## config.mk

```make
export PLATFORM = sky130hd
export DESIGN_NAME = alu_arbiter_flat
export DESIGN_NICKNAME = d
export VERILOG_FILES = /design/src/rtl/alu_arbiter_if.sv /design/src/rtl/alu_arbiter.sv /design/src/flat_wrapper.sv
export SDC_FILE = /design/constraint.sdc
export NUM_CORES = 1
export LEC_CHECK = 0
export ABC_CLOCK_PERIOD_IN_PS = 4900
export BUFFER_PORTS_ARGS = -buffer_cell sky130_fd_sc_hd__buf_2
export CAP_MARGIN = 25
export CORE_AREA = 2 2 145 147
export CTS_CLUSTER_SIZE = 28
export DETAILED_ROUTE_END_ITERATION = 6
export DIE_AREA = 0 0 147 149
export GPL_TIMING_DRIVEN = 0
export PLACE_DENSITY = 0.63
export RECOVER_POWER = 100
export SYNTH_ARGS = -nofsm -noshare
export SYNTH_HDL_FRONTEND = slang
export SYNTH_SLANG_ARGS = --single-unit
```

## constraint.sdc

```tcl
create_clock -name clk -period 4.9 [get_ports clk]
set_clock_uncertainty 0.15 [all_clocks]
set_input_delay 0.245 -clock clk [delete_from_list [all_inputs] [get_ports clk]]
set_output_delay 0.245 -clock clk [all_outputs]
set_load 0.005 [all_outputs]
```

## src/rtl/alu_arbiter_if.sv

```systemverilog
// Requester-side bundle of the shared-ALU arbiter: two request channels
// (valid/ready plus operands) and two response channels (valid/ready plus
// a shared result/zero bus).
interface alu_arbiter_if #(
  parameter int DATA_WIDTH     = 32,
  parameter int ALU_CTRL_WIDTH = 4
);
  logic [1:0]                  req_valid;
  logic [1:0]                  req_ready;
  logic [2*DATA_WIDTH-1:0]     req_srca;
  logic [2*DATA_WIDTH-1:0]     req_srcb;
  logic [2*ALU_CTRL_WIDTH-1:0] req_ctrl;
  logic [2*DATA_WIDTH-1:0]     req_pc;

  logic [1:0]                  rsp_valid;
  logic [1:0]                  rsp_ready;
  logic [DATA_WIDTH-1:0]       rsp_result;
  logic                        rsp_zero;

  // Requester side: presents operations, consumes results.
  modport master (
    output req_valid, req_srca, req_srcb, req_ctrl, req_pc, rsp_ready,
    input  req_ready, rsp_valid, rsp_result, rsp_zero
  );

  // Arbiter side: accepts operations, returns results.
  modport slave (
    input  req_valid, req_srca, req_srcb, req_ctrl, req_pc, rsp_ready,
    output req_ready, rsp_valid, rsp_result, rsp_zero
  );
endinterface

```

## src/rtl/alu_arbiter.sv

```systemverilog
// Shares one single-cycle ALU between two requesters. Round-robin pick in
// IDLE, one EXEC cycle with the registered operands on the ALU, then a
// held response in RESP until the owning requester takes it.
module alu_arbiter #(
  parameter int DATA_WIDTH     = 32,
  parameter int ALU_CTRL_WIDTH = 4
) (
  input  logic                      clk,
  input  logic                      rst_n,
  alu_arbiter_if.slave              bus,
  output logic [DATA_WIDTH-1:0]     alu_srca,
  output logic [DATA_WIDTH-1:0]     alu_srcb,
  output logic [ALU_CTRL_WIDTH-1:0] alu_ctrl,
  output logic [DATA_WIDTH-1:0]     alu_pc,
  input  logic [DATA_WIDTH-1:0]     alu_result,
  input  logic                      alu_zero
);

  typedef enum logic [1:0] {
    IDLE = 2'd0,
    EXEC = 2'd1,
    RESP = 2'd2
  } state_e;

  typedef struct packed {
    logic [DATA_WIDTH-1:0]     srca;
    logic [DATA_WIDTH-1:0]     srcb;
    logic [ALU_CTRL_WIDTH-1:0] ctrl;
    logic [DATA_WIDTH-1:0]     pc;
  } op_t;

  typedef struct packed {
    logic [DATA_WIDTH-1:0] result;
    logic                  zero;
  } res_t;

  state_e     state_q;
  logic       gnt_q;        // owner of the operation in flight
  logic       last_gnt_q;   // most recent winner, drives round-robin
  op_t        op_q;
  res_t       res_q;
  logic [1:0] rsp_valid_q;

  logic       win_d;        // index of the requester that would win now
  logic [1:0] grant_d;      // one-hot accept strobe (req_ready)
  op_t        op_d;         // winner's operand slices
  logic       rsp_fire;

  // Round-robin winner selection and the combinational accept strobe.
  always_comb begin
    // NOTE: every signal gets a default before any branch so no latch is inferred.
    win_d   = 1'b0;
    grant_d = 2'b00;
    case (bus.req_valid)
      2'b01:   win_d = 1'b0;
      2'b10:   win_d = 1'b1;
      2'b11:   win_d = ~last_gnt_q;
      default: win_d = 1'b0;
    endcase
    // Reset also masks the strobe so nothing looks accepted while held in reset.
    if ((state_q == IDLE) && rst_n && (bus.req_valid != 2'b00)) begin
      grant_d = win_d ? 2'b10 : 2'b01;
    end
  end

  // Winner's operand slices, forwarded without modification.
  always_comb begin
    op_d.srca = bus.req_srca[int'(win_d)*DATA_WIDTH +: DATA_WIDTH];
    op_d.srcb = bus.req_srcb[int'(win_d)*DATA_WIDTH +: DATA_WIDTH];
    op_d.ctrl = bus.req_ctrl[int'(win_d)*ALU_CTRL_WIDTH +: ALU_CTRL_WIDTH];
    op_d.pc   = bus.req_pc[int'(win_d)*DATA_WIDTH +: DATA_WIDTH];
  end

  assign rsp_fire = (state_q == RESP) && bus.rsp_ready[gnt_q];

  // Arbiter FSM: state, ownership, operand and result registers.
  always_ff @(posedge clk) begin
    // NOTE: reset is synchronous (sampled on the edge) and all state uses <= so every register updates together.
    if (!rst_n) begin
      state_q     <= IDLE;
      gnt_q       <= 1'b0;
      last_gnt_q  <= 1'b1;   // makes requester 0 win the first tie
      op_q        <= '0;
      res_q       <= '0;
      rsp_valid_q <= 2'b00;
    end else begin
      case (state_q)
        IDLE: begin
          if (grant_d != 2'b00) begin
            op_q       <= op_d;
            gnt_q      <= win_d;
            last_gnt_q <= win_d;
            state_q    <= EXEC;
          end
        end
        EXEC: begin
          res_q.result <= alu_result;
          res_q.zero   <= alu_zero;
          rsp_valid_q  <= gnt_q ? 2'b10 : 2'b01;
          state_q      <= RESP;
        end
        RESP: begin
          // Only the owner's ready completes the response; the other bit is ignored.
          if (rsp_fire) begin
            rsp_valid_q <= 2'b00;
            state_q     <= IDLE;
          end
        end
        default: begin
          rsp_valid_q <= 2'b00;
          state_q     <= IDLE;
        end
      endcase
    end
  end

  assign bus.req_ready  = grant_d;
  assign bus.rsp_valid  = rsp_valid_q;
  assign bus.rsp_result = res_q.result;
  assign bus.rsp_zero   = res_q.zero;

  // The ALU always sees the operand register, whatever the state.
  assign alu_srca = op_q.srca;
  assign alu_srcb = op_q.srcb;
  assign alu_ctrl = op_q.ctrl;
  assign alu_pc   = op_q.pc;

endmodule

```

## src/flat_wrapper.sv

```systemverilog
// flat-port wrapper written by rule: the top's interface ports become plain ports
module alu_arbiter_flat 
#(
  parameter int DATA_WIDTH     = 32,
  parameter int ALU_CTRL_WIDTH = 4
)
  (clk, rst_n, alu_srca, alu_srcb, alu_ctrl, alu_pc, alu_result, alu_zero, bus_req_valid, bus_req_srca, bus_req_srcb, bus_req_ctrl, bus_req_pc, bus_rsp_ready, bus_req_ready, bus_rsp_valid, bus_rsp_result, bus_rsp_zero);
  alu_arbiter_if #(.DATA_WIDTH(DATA_WIDTH), .ALU_CTRL_WIDTH(ALU_CTRL_WIDTH)) bus_i ();
  input  logic clk;
  input  logic rst_n;
  output logic [DATA_WIDTH-1:0] alu_srca;
  output logic [DATA_WIDTH-1:0] alu_srcb;
  output logic [ALU_CTRL_WIDTH-1:0] alu_ctrl;
  output logic [DATA_WIDTH-1:0] alu_pc;
  input  logic [DATA_WIDTH-1:0] alu_result;
  input  logic alu_zero;
  input wire logic [$bits(bus_i.req_valid)-1:0] bus_req_valid;
  input wire logic [$bits(bus_i.req_srca)-1:0] bus_req_srca;
  input wire logic [$bits(bus_i.req_srcb)-1:0] bus_req_srcb;
  input wire logic [$bits(bus_i.req_ctrl)-1:0] bus_req_ctrl;
  input wire logic [$bits(bus_i.req_pc)-1:0] bus_req_pc;
  input wire logic [$bits(bus_i.rsp_ready)-1:0] bus_rsp_ready;
  output wire logic [$bits(bus_i.req_ready)-1:0] bus_req_ready;
  output wire logic [$bits(bus_i.rsp_valid)-1:0] bus_rsp_valid;
  output wire logic [$bits(bus_i.rsp_result)-1:0] bus_rsp_result;
  output wire logic [$bits(bus_i.rsp_zero)-1:0] bus_rsp_zero;
  assign bus_i.req_valid = bus_req_valid;
  assign bus_i.req_srca = bus_req_srca;
  assign bus_i.req_srcb = bus_req_srcb;
  assign bus_i.req_ctrl = bus_req_ctrl;
  assign bus_i.req_pc = bus_req_pc;
  assign bus_i.rsp_ready = bus_rsp_ready;
  assign bus_req_ready = bus_i.req_ready;
  assign bus_rsp_valid = bus_i.rsp_valid;
  assign bus_rsp_result = bus_i.rsp_result;
  assign bus_rsp_zero = bus_i.rsp_zero;
  alu_arbiter #(.DATA_WIDTH(DATA_WIDTH), .ALU_CTRL_WIDTH(ALU_CTRL_WIDTH)) u_core (.clk(clk), .rst_n(rst_n), .bus(bus_i), .alu_srca(alu_srca), .alu_srcb(alu_srcb), .alu_ctrl(alu_ctrl), .alu_pc(alu_pc), .alu_result(alu_result), .alu_zero(alu_zero));
endmodule
```

==> metrics <==
result of the run completed; Hold WC Path Type input pin to flop; Post-DRT Antenna Nets 0; global route overflow 0; Final min period 2.853 ns; Fmax 350.6 MHz; CTS Buf Count 17; period utilisation layout 58.22%; Core ar. 20,560 µm²; CTS tree built; DR iter-0 viols 313; WHS Endpoint u_core.alu_srca[23]; Tot GR Track Use 21.09%; reg-to-reg endpoint u_core.alu_pc[19]; depth of the worst register-to-register path 6; Startpoint Class flop; Cells after DPL 1,280; Routed WL 24,270 µm; fin. max-slew vios 0; fraction of registers with async set/reset 0%; Critical Path, Cell by Cell or3b_1 > clkbuf_1 > clkbuf_1 > clkbuf_1 > nor3b_1 > clkbuf_1; Mapped Cells 630; H-tree lvl count 4; Fin Setup TNS 0 ns; die area 21,900 µm²; power density over cell area 324.6 nW/µm²; crit-path max FO 10; Max stage delay cell, worst path clkbuf_1; max-cap viol count 0; leading area contributor after synthesis dfxtp_1; Ant. Diodes 0; drt drc 0; antenna violations before repair 1; unrepaired setup endpoints after global routing no; area of the mapped netlist 5610 µm²; Fillers 2,036; vias in the first global route 6,768; Final nets 1,398; #FFs+latches synth 139; leakage power 4.208 nW; Reg2Reg Setup Slack 2.38 ns; Power Total 0.003113 W; layout cells sized above 1 27.33%; first-pass GRT wire length 36,360 µm; Routed WL per cell 16.78 µm; Worst Tran Pin Value 0.7868 ns; worst hold stages 4; layout overhead on the synthesized area 70.92%; register area share after synthesis 49.60%; VDD IR max 0.0001885 V; port buffer count 375; Hold Fails Final Rpt 0; met1 wire length 10,110 µm; Synth Flop Type dfxtp_1; Final setup viols 0; routed length on met2 11,740 µm; first-pass iteration count of the detailed router 5; Hold Buf Count CTS 135; IO Pins 376; hold_sp bus_req_srca[23]; met3 WL post-DR 1837 µm; Syn Nets 869; Resize count post-CTS 0; vias per cell 4.792; starting density of the core 27.29%; Rows 53; Max-Slew Margin vs Limit 47.55%; die width 147 µm; Crit Path Class flop to output pin; worst-skew pair later-pin latency 0.40 ns; largest net degree at the start of global routing 17; synth top area cells dfxtp_1 (50%), a221o_1 (18%), nand2_1 (11%); CTS clk-pin slew, worst paths 0.07 ns; top routing layer in use met5; most frequent cells after synthesis nand2_1 (166), dfxtp_1 (139), a221o_1 (100), nor3_1 (100), clkbuf_1 (53); CTS Sinks 139; Die H 149 µm; DPL Wire Length 16,970 µm; Critical Path RT 4.51 ns; CP Capture Type output pin; Root Buffer clkbuf_16; # Post-CTS Setup Buffers 0; YS warnings 0; CP most frequent cell clkbuf_1; Post-synth EDFFs 0; most frequent cell after synthesis nand2_1; Via Count 6,929; Syn Area/Cell 8.905 µm²; RR Startpoint u_core.state_q[0]; RePlAce Congestion 0.8265; Clock Tree Buf Depth 2; critical path arrival 2.46 ns; CP max stage delay 0.53 ns; post-synthesis cell type count 24; post-synth top area share 49.60%; Non-Filler Instances 1,446
## logic make-up after synthesis
kind of cell	after synthesis	synth area share [%]
multiplexers	1	0.2007
AO/OA/AOI/OAI	142	23.46
buffers and inverters	69	5.263
AND/OR/NAND/NOR	279	21.48
flip-flops	139	49.60
## critical path, delay by kind of cell, from the launching register on
family | cells | cell delay (ns)
simple gates | 2 | 0.24
flops | 1 | 0.44
buf+inv | 4 | 1.37
## state kept, by name (all words and copies together), names as in the netlist
signal / cells
u_core.alu_pc: 32
u_core.alu_srca: 32
u_core.alu_srcb: 32
u_core.bus.rsp_result: 32
u_core.alu_ctrl: 4
u_core.bus.rsp_valid: 2
u_core.state_q: 2
u_core.bus.rsp_zero: 1
u_core.gnt_q: 1
u_core.last_gnt_q: 1
## cell type report
class                      instances  area [µm²]  share of cell area [%]
timing repair buffer             510        3107                   32.40
tap                              275       344.1                   3.588
multi-input combinational        422        2527                   26.36
clock inverter                    12       92.59                  0.9656
sequential                       139        2783                   29.02
inverter                           1       3.754                 0.03914
buffer                            68       289.0                   3.014
clock buffer                      19       442.9                   4.619
## per-layer routing
layer,global-route usage [%],vias to the layer above
met5,0,-
li1,-,3374
met3,6.116,37
met2,36.38,325
met1,25.42,3191
met4,6.731,2
## power by group
group	switching, W	internal [W]	leakage (nW)
Clock	0.000522	0.000663	0.252
Sequential	0.0000676	0.00124	1.14
Combinational	0.000305	0.000311	2.81
Total	0.000895	0.00222	4.21
## metrics by stage
step | worst slack, ns | instance area, µm² | utilization, % | hold slack [ns]
3_5_place_dp | 2.390 | 7831 | 38.09 | 0.3045
3_3_place_gp | 2.416 | 7831 | 38.09 | 0.2979
6_report | 2.047 | 9589 | 46.65 | 0.07394
4_1_cts | 2.262 | 9718 | 47.27 | 0.04737
5_1_grt | 1.814 | 9589 | 46.65 | 0.08210
2_1_floorplan | 3.099 | 5610 | - | 0.2280
## layout by cell type (no fill, tap or decap)
cell type and instances:
clkbuf_8 1, dlygate4sd3_1 135, a21o_1 1, clkinv_2 2
or3b_1 1, buf_4 8, nand2_1 166, clkbuf_16 17
dfxtp_1 139, nor2b_1 2, a211oi_1 1, o21a_1 2
clkbuf_1 155, inv_1 1, a21oi_1 2, a31o_2 1
nand3b_1 2, nor3_1 100, a21boi_0 33, o21ai_0 1
clkinv_4 3, buf_2 281, clkinvlp_4 4, o31a_1 1
a221o_1 100, nand2b_1 3, nor2_1 3, nor3b_1 2
inv_6 3, mux2_1 1
## worst max path at each step
stage,startpoint,to,slack (ns),depth (start not counted)
floorplan,u_core.state_q[1],bus_req_ready[0],3.10,5
global placement,bus_req_valid[1],u_core.alu_srca[0],2.42,6
detailed placement,bus_req_valid[1],u_core.alu_pc[31],2.39,6
CTS,u_core.state_q[1],bus_req_ready[0],2.26,6
global route,u_core.state_q[0],bus_req_ready[0],1.81,6
finish,u_core.state_q[0],bus_req_ready[0],2.05,6
(Power assumes the default switching activity.)
